## config.mk

```make
export PLATFORM = sky130hd
export DESIGN_NAME = if_stage
export DESIGN_NICKNAME = d
export VERILOG_FILES = /design/src/rtl/if_stage.sv
export SDC_FILE = /design/constraint.sdc
export NUM_CORES = 1
export LEC_CHECK = 0
export ABC_AREA = 1
export CAP_MARGIN = 20
export CORE_ASPECT_RATIO = 1.2
export CORE_MARGIN = 2
export CORE_UTILIZATION = 25
export DETAILED_ROUTE_END_ITERATION = 12
export GPL_ROUTABILITY_DRIVEN = 0
export HOLD_SLACK_MARGIN = 0.12
export REMOVE_ABC_BUFFERS = 1
export SLEW_MARGIN = 20
export SYNTH_ARGS = -nofsm -noshare
export SYNTH_HDL_FRONTEND = slang
export SYNTH_SLANG_ARGS = --single-unit
```

## constraint.sdc

```tcl
create_clock -name clk -period 5.05 [get_ports clk]
set_clock_uncertainty 0.05 [all_clocks]
set_input_delay 1.515 -clock clk [delete_from_list [all_inputs] [get_ports clk]]
set_output_delay 1.515 -clock clk [all_outputs]
set_load 0.03 [all_outputs]
```

## src/rtl/if_stage.sv

```systemverilog
// if_stage: RV32IM instruction-fetch stage with in-order request tracking,
// a 2-entry instruction queue and a registered IF/ID output.
//
// Ports:
//   clk, rst                 clock, synchronous active-high reset
//   imem_req_valid/ready     fetch request handshake, imem_addr = fetch PC
//   imem_rsp_valid/data      in-order response words (no back-pressure)
//   redirect_valid/pc        execute-stage PC redirect (squashes fetches)
//   stall                    hold the IF/ID register
//   if_valid/pc/instr        registered instruction presented to decode
module if_stage #(
    parameter logic [31:0] RESET_PC  = 32'h0000_0000,
    parameter logic [31:0] NOP_INSTR = 32'h0000_0013
) (
    input  logic        clk,
    input  logic        rst,
    output logic        imem_req_valid,
    input  logic        imem_req_ready,
    output logic [31:0] imem_addr,
    input  logic        imem_rsp_valid,
    input  logic [31:0] imem_rsp_data,
    input  logic        redirect_valid,
    input  logic [31:0] redirect_pc,
    input  logic        stall,
    output logic        if_valid,
    output logic [31:0] if_pc,
    output logic [31:0] if_instr
);

    logic [31:0] r_fetch_pc;

    // PCs of accepted requests; occupancy equals r_inflight
    logic [31:0] r_rq_pc [2];
    logic        r_rq_rd;
    logic [1:0]  r_inflight;
    logic [1:0]  r_discard;

    // instruction queue of {pc, instr}
    logic [31:0] r_q_pc    [2];
    logic [31:0] r_q_instr [2];
    logic        r_q_rd;
    logic [1:0]  r_q_cnt;

    logic        r_if_valid;
    logic [31:0] r_if_pc;
    logic [31:0] r_if_instr;

    logic [2:0]  w_credit;
    logic        w_req_valid;
    logic        w_req_fire;
    logic        w_rq_wr;
    logic [31:0] w_rsp_pc;
    logic        w_rsp_drop;
    logic        w_rsp_live;
    logic [1:0]  w_inflight_nxt;
    logic        w_q_pop;
    logic        w_q_push;
    logic        w_q_wr;
    logic [31:0] w_redirect_pc;
    logic        w_unused;

    // outstanding requests plus buffered words never exceed 2,
    // so every response always has a queue slot
    assign w_credit    = {1'b0, r_inflight} + {1'b0, r_q_cnt};
    assign w_req_valid = !rst && !redirect_valid && (w_credit < 3'd2);
    assign w_req_fire  = w_req_valid && imem_req_ready;

    assign imem_req_valid = w_req_valid;
    assign imem_addr      = r_fetch_pc;

    // write slot is read pointer plus occupancy (occupancy <= 1 on push)
    assign w_rq_wr  = r_rq_rd ^ r_inflight[0];
    assign w_rsp_pc = r_rq_pc[r_rq_rd];

    assign w_rsp_drop = imem_rsp_valid && (r_discard != 2'd0);
    // a response in the redirect cycle belongs to the old path
    assign w_rsp_live = imem_rsp_valid && (r_discard == 2'd0)
                        && !redirect_valid;

    assign w_inflight_nxt = r_inflight + {1'b0, w_req_fire}
                            - {1'b0, imem_rsp_valid};

    assign w_q_pop  = !redirect_valid && !stall && (r_q_cnt != 2'd0);
    assign w_q_push = w_rsp_live && (stall || (r_q_cnt != 2'd0));
    assign w_q_wr   = r_q_rd ^ r_q_cnt[0];

    assign w_redirect_pc = {redirect_pc[31:2], 2'b00};
    assign w_unused      = ^redirect_pc[1:0];

    always_ff @(posedge clk) begin
        if (rst) begin
            r_fetch_pc <= RESET_PC;
            r_inflight <= 2'd0;
            r_discard  <= 2'd0;
            r_rq_rd    <= 1'b0;
            r_q_cnt    <= 2'd0;
            r_q_rd     <= 1'b0;
        end else begin
            r_inflight <= w_inflight_nxt;
            if (imem_rsp_valid) begin
                r_rq_rd <= ~r_rq_rd;
            end
            if (redirect_valid) begin
                // everything still outstanding after this cycle is stale
                r_fetch_pc <= w_redirect_pc;
                r_discard  <= w_inflight_nxt;
                r_q_cnt    <= 2'd0;
                r_q_rd     <= 1'b0;
            end else begin
                if (w_req_fire) begin
                    r_fetch_pc <= r_fetch_pc + 32'd4;
                end
                if (w_rsp_drop) begin
                    r_discard <= r_discard - 2'd1;
                end
                r_q_cnt <= r_q_cnt + {1'b0, w_q_push}
                           - {1'b0, w_q_pop};
                if (w_q_pop) begin
                    r_q_rd <= ~r_q_rd;
                end
            end
        end
    end

    // payload storage needs no reset; occupancy qualifies it
    always_ff @(posedge clk) begin
        if (w_req_fire) begin
            r_rq_pc[w_rq_wr] <= r_fetch_pc;
        end
        if (w_q_push) begin
            r_q_pc[w_q_wr]    <= w_rsp_pc;
            r_q_instr[w_q_wr] <= imem_rsp_data;
        end
    end

    always_ff @(posedge clk) begin
        if (rst || redirect_valid) begin
            r_if_valid <= 1'b0;
            r_if_pc    <= 32'd0;
            r_if_instr <= NOP_INSTR;
        end else if (!stall) begin
            if (w_q_pop) begin
                r_if_valid <= 1'b1;
                r_if_pc    <= r_q_pc[r_q_rd];
                r_if_instr <= r_q_instr[r_q_rd];
            end else if (w_rsp_live) begin
                r_if_valid <= 1'b1;
                r_if_pc    <= w_rsp_pc;
                r_if_instr <= imem_rsp_data;
            end else begin
                r_if_valid <= 1'b0;
                r_if_pc    <= 32'd0;
                r_if_instr <= NOP_INSTR;
            end
        end
    end

    assign if_valid = r_if_valid;
    assign if_pc    = r_if_pc;
    assign if_instr = r_if_instr;

endmodule
```

==> metrics.md, run 1 <==
| Metric | Value |
|---|---|
| Drt pass-1 iters | `5` |
| Net Sw Frac | `0.2413` |
| Max Cap Viol | `0` |
| Total track usage | `0.1251` |
| Asr flop ratio synth | `0` |
| Final Hold Viols | `0` |
| Core area | `0.04823 sq mm` |
| CP arrival | `2.77 ns` |
| Post-Layout Cell Count | `1,921` |
| Total gr overflow | `0` |
| Setup Fix Bufs, Post-CTS | `0` |
| Worst Path Class, Setup | `in2out` |
| GRT met2 Usage | `0.2160` |
| PwrDens | `342.4 mW/mm^2` |
| Tmin final | `4.334 ns` |
| Total negative setup slack | `0 ns` |
| Slew Limit Fails | `0` |
| Outcome | `finished clean` |
| H-tree Lvls | `1` |
| Cell Rows | `88` |
| Number of global-route vias before repair | `8,538` |
| Worst Path Required | `3.49 ns` |
| Final setup fails | `0` |
| Total vias in the final route | `8,476` |
| Area Growth Syn to Fin | `26.17%` |
| Root Buffer | `clkbuf_16` |
| Final Power | `5.288 mW` |
| Sw Pwr | `1.276 mW` |
| Hold_buf cts | `0` |
| FMAX | `230.7 MHz` |
| Synth Instances | `1,113` |
| Largest net degree at the start of global routing | `94` |
| Mean post-synth cell area | `11.00 sq um` |
| Layout cells sized above 1 | `0.1512` |
| Startpoint class of the critical path | `input port` |
| Seq/Total Area, Yosys | `0.6199` |
| Chip height | `246.4 microns` |
| Pint | `4.012 mW` |
| Clock latency on the worst-skew pair | `0.56 ns` |
| Total die area | `0.05075 sq mm` |
| First-pass GRT wire length | `49.36 mm` |
| Most Crowded Layer GR | `met2` |
| Predominant post-synthesis flop cell | `edfxtp_1` |
| Nets@finish | `1,343` |
| Worst-path clk slew | `0.06 ns` |
| Unique masters post-synth | `44` |
| Clk pwr share | `0.405` |
| Placed insts | `1,863` |
| DRC Markers | `0` |
| Crit-path max FO | `4` |
| RSZ-0062 raised after global routing | `no` |
| DRT iter0 DRCs | `494` |
| Maximum vdd drop | `0.2352 mV` |
| Clock Sinks | `287` |
| IO Port Bufs | `161` |
| Fin crit share | `0.8582` |
| Post-synth EDFFs | `184` |
| Part of the power in combinational logic | `0.096` |
| Initial antenna violation count | `1` |
| Mapped Area | `0.01224 sq mm` |
| Slew HR | `0.2802` |
| Cts repair resizes | `0` |
| Synth Warn # | `0` |
| Routed wire length | `32.06 mm` |
| Via/cell ratio | `4.412` |
| Hold_ws | `0.4207 ns` |
| CTS Buffer Depth | `3` |
| Initial Util | `0.2538` |
| Leak | `5.517 nW` |
| Worst-Margin Slew | `1.080 ns` |
| IO Count | `168` |
| CTS buffer count | `31` |
| Flop pwr share | `0.500` |
| CP endpoint kind | `output pin` |
| DPL Wire Length | `20.43 mm` |
| Synth Register Bits | `287` |
| GR Util met3 | `0.02262` |
| Die width | `206.0 microns` |
| Hold crit path type | `reg2reg` |
| Met1 GRT Util | `0.1556` |
| Antenna Violating Nets Remaining | `0` |
| Routed len/inst | `16.69 microns` |
| Fill cell count | `4,920` |
| CTS tree | `built` |
## synth_stat cells (2+ instances only)
cell / n / share of area
nor2_1: 52 / 0.016
xor2_1: 5 / 0.0036
buf_2: 26 / 0.011
o21ai_0: 49 / 0.020
a21oi_1: 79 / 0.032
o211ai_1: 34 / 0.021
dfxtp_1: 103 / 0.17
nand3_2: 2 / 0.0016
a31oi_1: 9 / 0.0046
buf_6: 4 / 0.0037
nand4_1: 2 / 0.0010
inv_2: 6 / 0.0018
buf_4: 12 / 0.0074
nand2_1: 228 / 0.070
nand2_2: 7 / 0.0036
clkbuf_1: 15 / 0.0046
a21oi_2: 3 / 0.0021
nand2_4: 3 / 0.0028
xnor2_1: 7 / 0.0050
nor2_4: 9 / 0.0083
mux2_2: 89 / 0.082
nor2_2: 3 / 0.0015
edfxtp_1: 184 / 0.45
ha_1: 6 / 0.0061
buf_1: 3 / 0.00092
nand3_1: 63 / 0.026
nor2_8: 2 / 0.0033
mux2i_1: 3 / 0.0025
inv_1: 90 / 0.028
## cell usage in the layout, fill, tap and decap left out, types with 3 or more instances in the layout
cell type        count
nand2_1            228
edfxtp_1           184
clkdlybuf4s50_1    160
dfxtp_1            102
inv_1               90
mux2_2              89
a21oi_1             79
nand3_1             63
o21ai_0             49
nor2_1              48
o211ai_1            34
clkbuf_16           31
buf_4               15
nor2_4              11
clkbuf_1            10
a31oi_1              9
clkinv_2             7
xnor2_1              7
nand2_2              7
ha_1                 6
inv_2                5
nor2_2               5
xor2_1               5
conb_1               4
nand2_4              3
mux2i_1              3
a21oi_2              3
clkinvlp_4           3
clkinv_1             3
clkbuf_8             3
## layer usage
layer  vias to the layer above  share of wire
met1                      4080           0.43
met3                        46          0.053
met4                         0          0.028
met5                         -              0
met2                       224           0.49
li1                       4126              -
## area by class of cell
cell class	count	area, sq um	share of cell area
Sequential cell	287	7591	0.4916
Multi-Input combinational cell	672	3985	0.2581
Timing Repair Buffer	177	1754	0.1136
Clock buffer	44	854.6	0.05534
Tap cell	630	788.3	0.05105
Inverter	97	366.6	0.02374
Clock inverter	13	100.1	0.006482
Antenna cell	1	2.502	0.0001620
## logic make-up after synthesis
| group | Yosys count | share of synthesized area |
|---|---|---|
| buf+inv | 157 | 0.05704 |
| flops | 287 | 0.6199 |
| other cells | 1 | 0.0003064 |
| compound gates | 179 | 0.08301 |
| mux | 92 | 0.08434 |
| fa+ha+maj | 7 | 0.007769 |
| xor+xnor | 13 | 0.009916 |
| simple gates | 377 | 0.1377 |
## flip-flops by register name, summed over array words and instances, names as in the netlist, named ones only
name	flops
if_valid	1
imem_addr	30
r_inflight	2
if_pc	30
r_discard	2
r_rq_rd	1
r_q_pc	60
if_instr	32
r_rq_pc	60
r_q_instr	64
r_q_cnt	2
r_q_rd	1
## stage by stage
stage	utilization	setup WS, ns	cell area, sq um
2_1_floorplan	-	0.01325	11920
3_3_place_gp	0.3004	0.6632	14490
3_5_place_dp	0.3004	0.6533	14490
4_1_cts	0.3202	0.6544	15440
5_1_grt	0.3202	0.6129	15440
6_report	0.3202	0.7159	15440
## worst max-delay path, stage by stage
cell	delay, ns
clkdlybuf4s50_1	0.47
nor2_4	0.16
inv_1	0.09
nor3_1	0.35
buf_12	0.18
## power by group through the flow
| stage | logic (mW) | clock network [mW] | registers, mW |
|---|---|---|---|
| finish | 0.506 | 2.14 | 2.64 |
| detailed placement | 0.510 | 0 | 2.69 |
| global route | 0.554 | 2.30 | 2.65 |
| floorplan | 0.206 | 0 | 2.74 |
| global placement | 0.503 | 0 | 2.69 |
| CTS | 0.514 | 2.20 | 2.64 |
## path summary, 6_finish.rpt
kind              slack [ns]         from        endpoint  cells past startpoint
setup reg to reg        2.52   r_q_cnt[0]   imem_addr[15]                     12
hold reg to reg         0.42  if_instr[0]     if_instr[0]                      2
hold / removal          0.42  if_instr[0]     if_instr[0]                      2
setup / recovery        0.72          rst  imem_req_valid                      5
(Power assumes the default switching activity.)
==> inputs of run 2 (changes only) <==
- SETUP_SLACK_MARGIN: unset -> 0.4
- clock period: 5.05 -> 5.2 ns (I/O delays scaled with it)
==> run 2 against run 1 <==
Critical endpoint unchanged; first-iteration DRC count rose by 23%; largest cell class unchanged; via count fell by 0.42%; worst setup slack improved by 0.082 ns; combinational power fell by 3%; clock power barely moved; wire length rose by 1.5%; hold slack got worse by 0.0010 ns; sequential power fell by 3%; die area did not move; register-to-register slack improved by 0.09 ns; non-clock buffer count did not move.
==> metrics.md, run 2 (synthesized netlist as in run 1, its figures left out) <==
| Metric | Value |
|---|---|
| Hold_buf cts | `0 (unchanged)` |
| Routed len/inst | `16.96 microns (+1.6%)` |
| Maximum vdd drop | `0.2216 mV (-5.8%)` |
| Largest Register | `r_q_instr` |
| Worst-Margin Slew | `1.013 ns (-0.06711 ns)` |
| Largest register FFs | `64 (unchanged)` |
| Startpoint class of the critical path | `input port` |
| Chip height | `246.4 microns (unchanged)` |
| IO Count | `168 (unchanged)` |
| Routed wire length | `32.55 mm (+1.5%)` |
| Total gr overflow | `0 (unchanged)` |
| Total vias in the final route | `8,440 (-0.42%)` |
| FMAX | `227.2 MHz` |
| CTS tree | `built` |
| Hold crit path type | `reg2reg` |
| Clock latency on the worst-skew pair | `0.58 ns (+0.02 ns)` |
| Max Cap Viol | `0 (unchanged)` |
| Leak | `5.539 nW (+0.39%)` |
| Initial Util | `0.2538 (unchanged)` |
| Total die area | `0.05075 sq mm (unchanged)` |
| Hold_ws | `0.4197 ns (-0.001016 ns)` |
| Worst R2R Setup Slack | `2.61 ns (+0.09 ns)` |
| Root Buffer | `clkbuf_16` |
| Via/cell ratio | `4.398 (-0.32%)` |
| Clock Sinks | `287 (unchanged)` |
| Critical-path top delay cell | `clkdlybuf4s50_1` |
| Nets@finish | `1,343 (unchanged)` |
| Largest net degree at the start of global routing | `94 (unchanged)` |
| Drt pass-1 iters | `4 (-1)` |
| Final setup fails | `0 (unchanged)` |
| Setup Fix Bufs, Post-CTS | `0 (unchanged)` |
| Die width | `206.0 microns (unchanged)` |
| Worst-path clk slew | `0.06 ns (about the same)` |
| Worst Path Required | `3.59 ns (+0.10 ns)` |
| Biggest registers after layout | `r_q_instr x64, r_q_pc x60, r_rq_pc x60` |
| CP endpoint kind | `output pin` |
| CTS Buffer Depth | `3 (unchanged)` |
| Slew HR | `0.3250 (+0.04474)` |
| Total track usage | `0.1252 (+0.0001657)` |
| Number of global-route vias before repair | `8,487 (-0.60%)` |
| Outcome | `finished clean` |
| Worst path max stage delay | `0.47 ns (about the same)` |
| Antenna cells | `0 (-1)` |
| DPL Wire Length | `20.20 mm (-1.1%)` |
| Leading cell types in the layout, fill and taps excluded | `nand2_1, edfxtp_1, clkdlybuf4s50_1` |
| Core area | `0.04823 sq mm (unchanged)` |
| Placed cell areas | `0.01448 sq mm (about the same)` |
| DRC Markers | `0 (unchanged)` |
| Slew Limit Fails | `0 (unchanged)` |
| First-pass GRT wire length | `49.09 mm (-0.54%)` |
| Layout cells sized above 1 | `0.1521 (+0.0008931)` |
| Crit-path max FO | `4 (unchanged)` |
| Area Growth Syn to Fin | `26.40%` |
| Cell Rows | `88 (unchanged)` |
| CP arrival | `2.79 ns (+0.02 ns)` |
| Antenna Violating Nets Remaining | `0 (unchanged)` |
| Fin crit share | `0.8465` |
| DRT iter0 DRCs | `607 (+23%)` |
| RSZ-0062 raised after global routing | `no` |
| Cts repair resizes | `0 (unchanged)` |
| Final Hold Viols | `0 (unchanged)` |
| IO Port Bufs | `161 (unchanged)` |
| CTS buffer count | `31 (unchanged)` |
| Commonest non-fill, non-tap cell in the layout | `nand2_1` |
| Worst Path Class, Setup | `in2out` |
| Cell-by-cell trace of the critical path | `clkdlybuf4s50_1 > nor2_4 > inv_1 > nor3_1 > buf_12` |
| Total negative setup slack | `0 ns (unchanged)` |
| Initial antenna violation count | `1 (unchanged)` |
| Final Cell Area | `0.01547 sq mm (+0.18%)` |
| H-tree Lvls | `1 (unchanged)` |
| Tmin final | `4.402 ns` |
| PwrDens | `335.4 mW/mm^2 (-2.1%)` |
run 2: cell count changes in the layout (fill, tap and decap cells not counted), sizes merged:
cell | previous run | this run
bufinv | 1 | 2
clkinvlp | 3 | 1
diode | 1 | 0
inv | 96 | 95
clkinv | 10 | 14
clkbuf | 44 | 41
run 2: layout make-up:
type | count | area (sq um)
fill | 4912 | 32760
sequential | 287 | 7591
multi-input combinational | 672 | 3985
timing repair buffer | 177 | 1774
clock buffer | 41 | 833.3
tap | 630 | 788.3
inverter | 97 | 366.6
clock inverter | 15 | 131.4
run 2: worst paths after layout:
| path | start | endpoint | cells past startpoint |
|---|---|---|---|
| max reg2reg | r_q_cnt[0] | r_discard[1] | 15 |
| max | rst | imem_req_valid | 5 |
| min | if_instr[0] | if_instr[0] | 2 |
| min reg2reg | if_instr[0] | if_instr[0] | 2 |
run 2: routing by layer:
layer	vias up	track usage	routed length (microns)
met5	-	0	0
met3	42	0.01984	1412
met4	0	0.03718	654
met2	172	0.2239	16310
met1	4117	0.1537	14180
li1	4109	-	-
run 2: critical path, delay by kind of cell:
kind | cells | cell delay, ns
buf+inv | 3 | 0.73
simple gates | 2 | 0.49
run 2: where the power goes:
group          internal (mW)  switching (mW)  leakage [nW]  total (mW)
sequential              2.51          0.0592          2.51        2.57
clock                   1.22           0.911         0.475        2.13
combinational          0.199           0.294          2.55       0.493
run 2: through the flow:
| stage | util | power [mW] | setup slack [ns] | cells |
|---|---|---|---|---|
| floorplan | - | 2.864 | 0.1183 | 1056 |
| CTS | 0.3202 | 5.259 | 0.7195 | 1918 |
| global placement | 0.3002 | 3.100 | 0.7350 | 1862 |
| global route | 0.3208 | 5.377 | 0.6710 | 1919 |
| detailed placement | 0.3002 | 3.111 | 0.7195 | 1862 |
| finish | 0.3208 | 5.189 | 0.7981 | 1919 |
==> inputs of run 3 (changes only) <==
- clock period: 5.2 -> 4.56 ns (I/O delays scaled with it)
==> run 3 against run 2 <==
Hold slack gained 0.0012 ns; cell count increased by 0.21%; count of clock-buffer cells in the layout shrank 7; clock power grew 24%; sequential share of layout area down 0.38 points; die area did not move; power up 18%.
==> metrics.md, run 3 (synthesized netlist as in run 1, its figures left out) <==
| Metric | Value |
|---|---|
| Slew Limit Fails | `0 (unchanged)` |
| Cell Rows | `88 (unchanged)` |
| CTS tree | `built` |
| Via/cell ratio | `4.375 (-0.52%)` |
| Chip height | `246.4 microns (unchanged)` |
| Cell-by-cell trace of the critical path | `clkdlybuf4s50_1 > nor2_4 > inv_1 > nor3_2 > buf_12` |
| Total die area | `0.05075 sq mm (unchanged)` |
| Layout cells sized above 1 | `0.1571 (+0.005065)` |
| DRT iter0 DRCs | `588 (-3.1%)` |
| Biggest registers after layout | `r_q_instr x64, r_q_pc x60, r_rq_pc x60` |
| Fin crit share | `0.8669` |
| Leading cell types in the layout, fill and taps excluded | `nand2_1, edfxtp_1, clkdlybuf4s50_1` |
| Worst-Margin Slew | `1.002 ns (-0.01019 ns)` |
| IO Count | `168 (unchanged)` |
| Clock Sinks | `287 (unchanged)` |
| Hold Crit Endpoint | `if_instr[1]` |
| Total gr overflow | `0 (unchanged)` |
| Setup Fix Bufs, Post-CTS | `0 (unchanged)` |
| Drt pass-1 iters | `5 (+1)` |
| Maximum vdd drop | `0.3133 mV (+41%)` |
| Fill cell count | `4,904 (-0.16%)` |
| Slew HR | `0.3318 (+0.006796)` |
| Routed len/inst | `16.71 microns (-1.5%)` |
| Clock latency on the worst-skew pair | `0.57 ns (about the same)` |
| Total vias in the final route | `8,414 (-0.31%)` |
| FMAX | `253.0 MHz` |
| DRC Markers | `0 (unchanged)` |
| Max Cap Viol | `0 (unchanged)` |
| Setup WS post-layout | `0.6067 ns (-0.1914 ns)` |
| Startpoint class of the critical path | `input port` |
| Worst Path Required | `3.14 ns (-0.45 ns)` |
| Total track usage | `0.1252 (about the same)` |
| Largest register FFs | `64 (unchanged)` |
| PwrDens | `393.2 mW/mm^2 (+17%)` |
| Final Hold Viols | `0 (unchanged)` |
| Tmin final | `3.953 ns` |
| Outcome | `finished clean` |
| Final setup fails | `0 (unchanged)` |
| Routed wire length | `32.13 mm (-1.3%)` |
| RR Startpoint | `r_q_cnt[0]` |
| Register area | `0.007591 sq mm (unchanged)` |
| CTS Buffer Depth | `3 (unchanged)` |
| DPL Wire Length | `20.47 mm (+1.4%)` |
| Number of global-route vias before repair | `8,486 (-0.012%)` |
| CTS buffer count | `30 (-3.2%)` |
| Commonest non-fill, non-tap cell in the layout | `nand2_1` |
| Initial antenna violation count | `1 (unchanged)` |
| Worst R2R Setup Slack | `1.81 ns (-0.80 ns)` |
| Critical Path Start | `rst` |
| Die width | `206.0 microns (unchanged)` |
| Root Buffer | `clkbuf_16` |
| Capturing point of the worst reg2reg path | `r_discard[1]` |
| Final Cell Area | `0.01559 sq mm (+0.78%)` |
| Worst Reg-to-Reg Cells | `14 (-1)` |
| Nets@finish | `1,345 (+0.15%)` |
| Critical-path top delay cell | `clkdlybuf4s50_1` |
| Area Growth Syn to Fin | `27.39%` |
| Largest Register | `r_q_instr` |
| Hold crit path type | `reg2reg` |
| Initial Util | `0.2538 (unchanged)` |
| Antenna Violating Nets Remaining | `0 (unchanged)` |
| Worst path max stage delay | `0.47 ns (about the same)` |
| Pre-CTS setup slack | `0.005118 ns (-0.7144 ns)` |
| Worst-path clk slew | `0.06 ns (about the same)` |
| Layout Utilization | `0.3233 (+0.002517)` |
| RSZ-0062 raised after global routing | `no` |
| Hold path cells | `2 (unchanged)` |
| Multi-input gate area | `0.003990 sq mm (+0.13%)` |
| Total negative setup slack | `0 ns (unchanged)` |
| CP arrival | `2.54 ns (-0.25 ns)` |
| HP Start | `if_instr[1]` |
| Hold_buf cts | `0 (unchanged)` |
| Core area | `0.04823 sq mm (unchanged)` |
| IO Port Bufs | `161 (unchanged)` |
| H-tree Lvls | `1 (unchanged)` |
| First-pass GRT wire length | `49.13 mm (about the same)` |
| Largest net degree at the start of global routing | `65 (-31%)` |
| Crit-path max FO | `4 (unchanged)` |
| Leak | `5.592 nW (+0.96%)` |
| Placed cell areas | `0.01451 sq mm (+0.21%)` |
| Worst Path Class, Setup | `in2out` |
| CP endpoint kind | `output pin` |
## run 3: changes by cell type in the layout (fill, tap and decap cells not counted)
| cell | delta |
|---|---|
| buf_16 | -1 |
| clkinvlp_4 | +2 |
| inv_6 | +2 |
| buf_6 | +1 |
| nor3_1 | -1 |
| nor3_2 | +1 |
| buf_4 | +3 |
| diode_2 | +1 |
| bufinv_16 | +4 |
| clkbuf_8 | -1 |
| clkinv_2 | -4 |
| clkinv_1 | +3 |
| clkbuf_1 | -6 |
## run 3: how the worst max path moves through the flow
stage,end,cells past startpoint
final,imem_req_valid,5
after CTS,imem_req_valid,5
after detailed placement,r_discard[1],13
after floorplan,r_q_instr[0][0],5
after global placement,r_discard[1],13
after global routing,imem_req_valid,5
## run 3: power breakdown
group	switching, mW	total (mW)	internal (mW)
logic	0.335	0.563	0.228
clock network	1.05	2.64	1.60
registers	0.0653	2.92	2.86
total	1.45	6.13	4.68
## run 3: critical path: cells and delay by family
family	cells	cell delay, ns
buffers and inverters	3	0.74
and+or+nand+nor	2	0.43
## run 3: stage by stage
stage | power, mW | std cells | hold slack (ns)
final | 6.131 | 1923 | 0.4209
after global routing | 6.379 | 1923 | 0.4512
after CTS | 6.232 | 1922 | 0.4262
after detailed placement | 3.548 | 1866 | 0.4094
after global placement | 3.538 | 1866 | 0.4087
after floorplan | 3.266 | 1056 | 0.4239
## run 3: final cells by class
class,count,area share
sequential,287,0.4869
multi-input combinational,672,0.2559
timing repair buffer,180,0.1142
clock buffer,34,0.05112
tap,630,0.05056
inverter,97,0.02351
clock inverter,22,0.01766
antenna,1,0.0001605
## run 3: repair_timing
| item | 4_1_cts | 5_1_grt |
|---|---|---|
| gates cloned | 0 | 0 |
| setup endpoints to repair | 1 | 1 |
| resized for setup | 1 | 1 |
## run 3: metal layers
layer / part of all wire / vias to the layer above / routed length (microns) / global-route usage
li1: - / 4129 / - / -
met1: 0.43 / 4062 / 13710 / 0.1508
met2: 0.50 / 179 / 15990 / 0.2228
met3: 0.051 / 44 / 1634 / 0.02315
met4: 0.025 / 0 / 795 / 0.04118
met5: 0 / - / 0 / 0
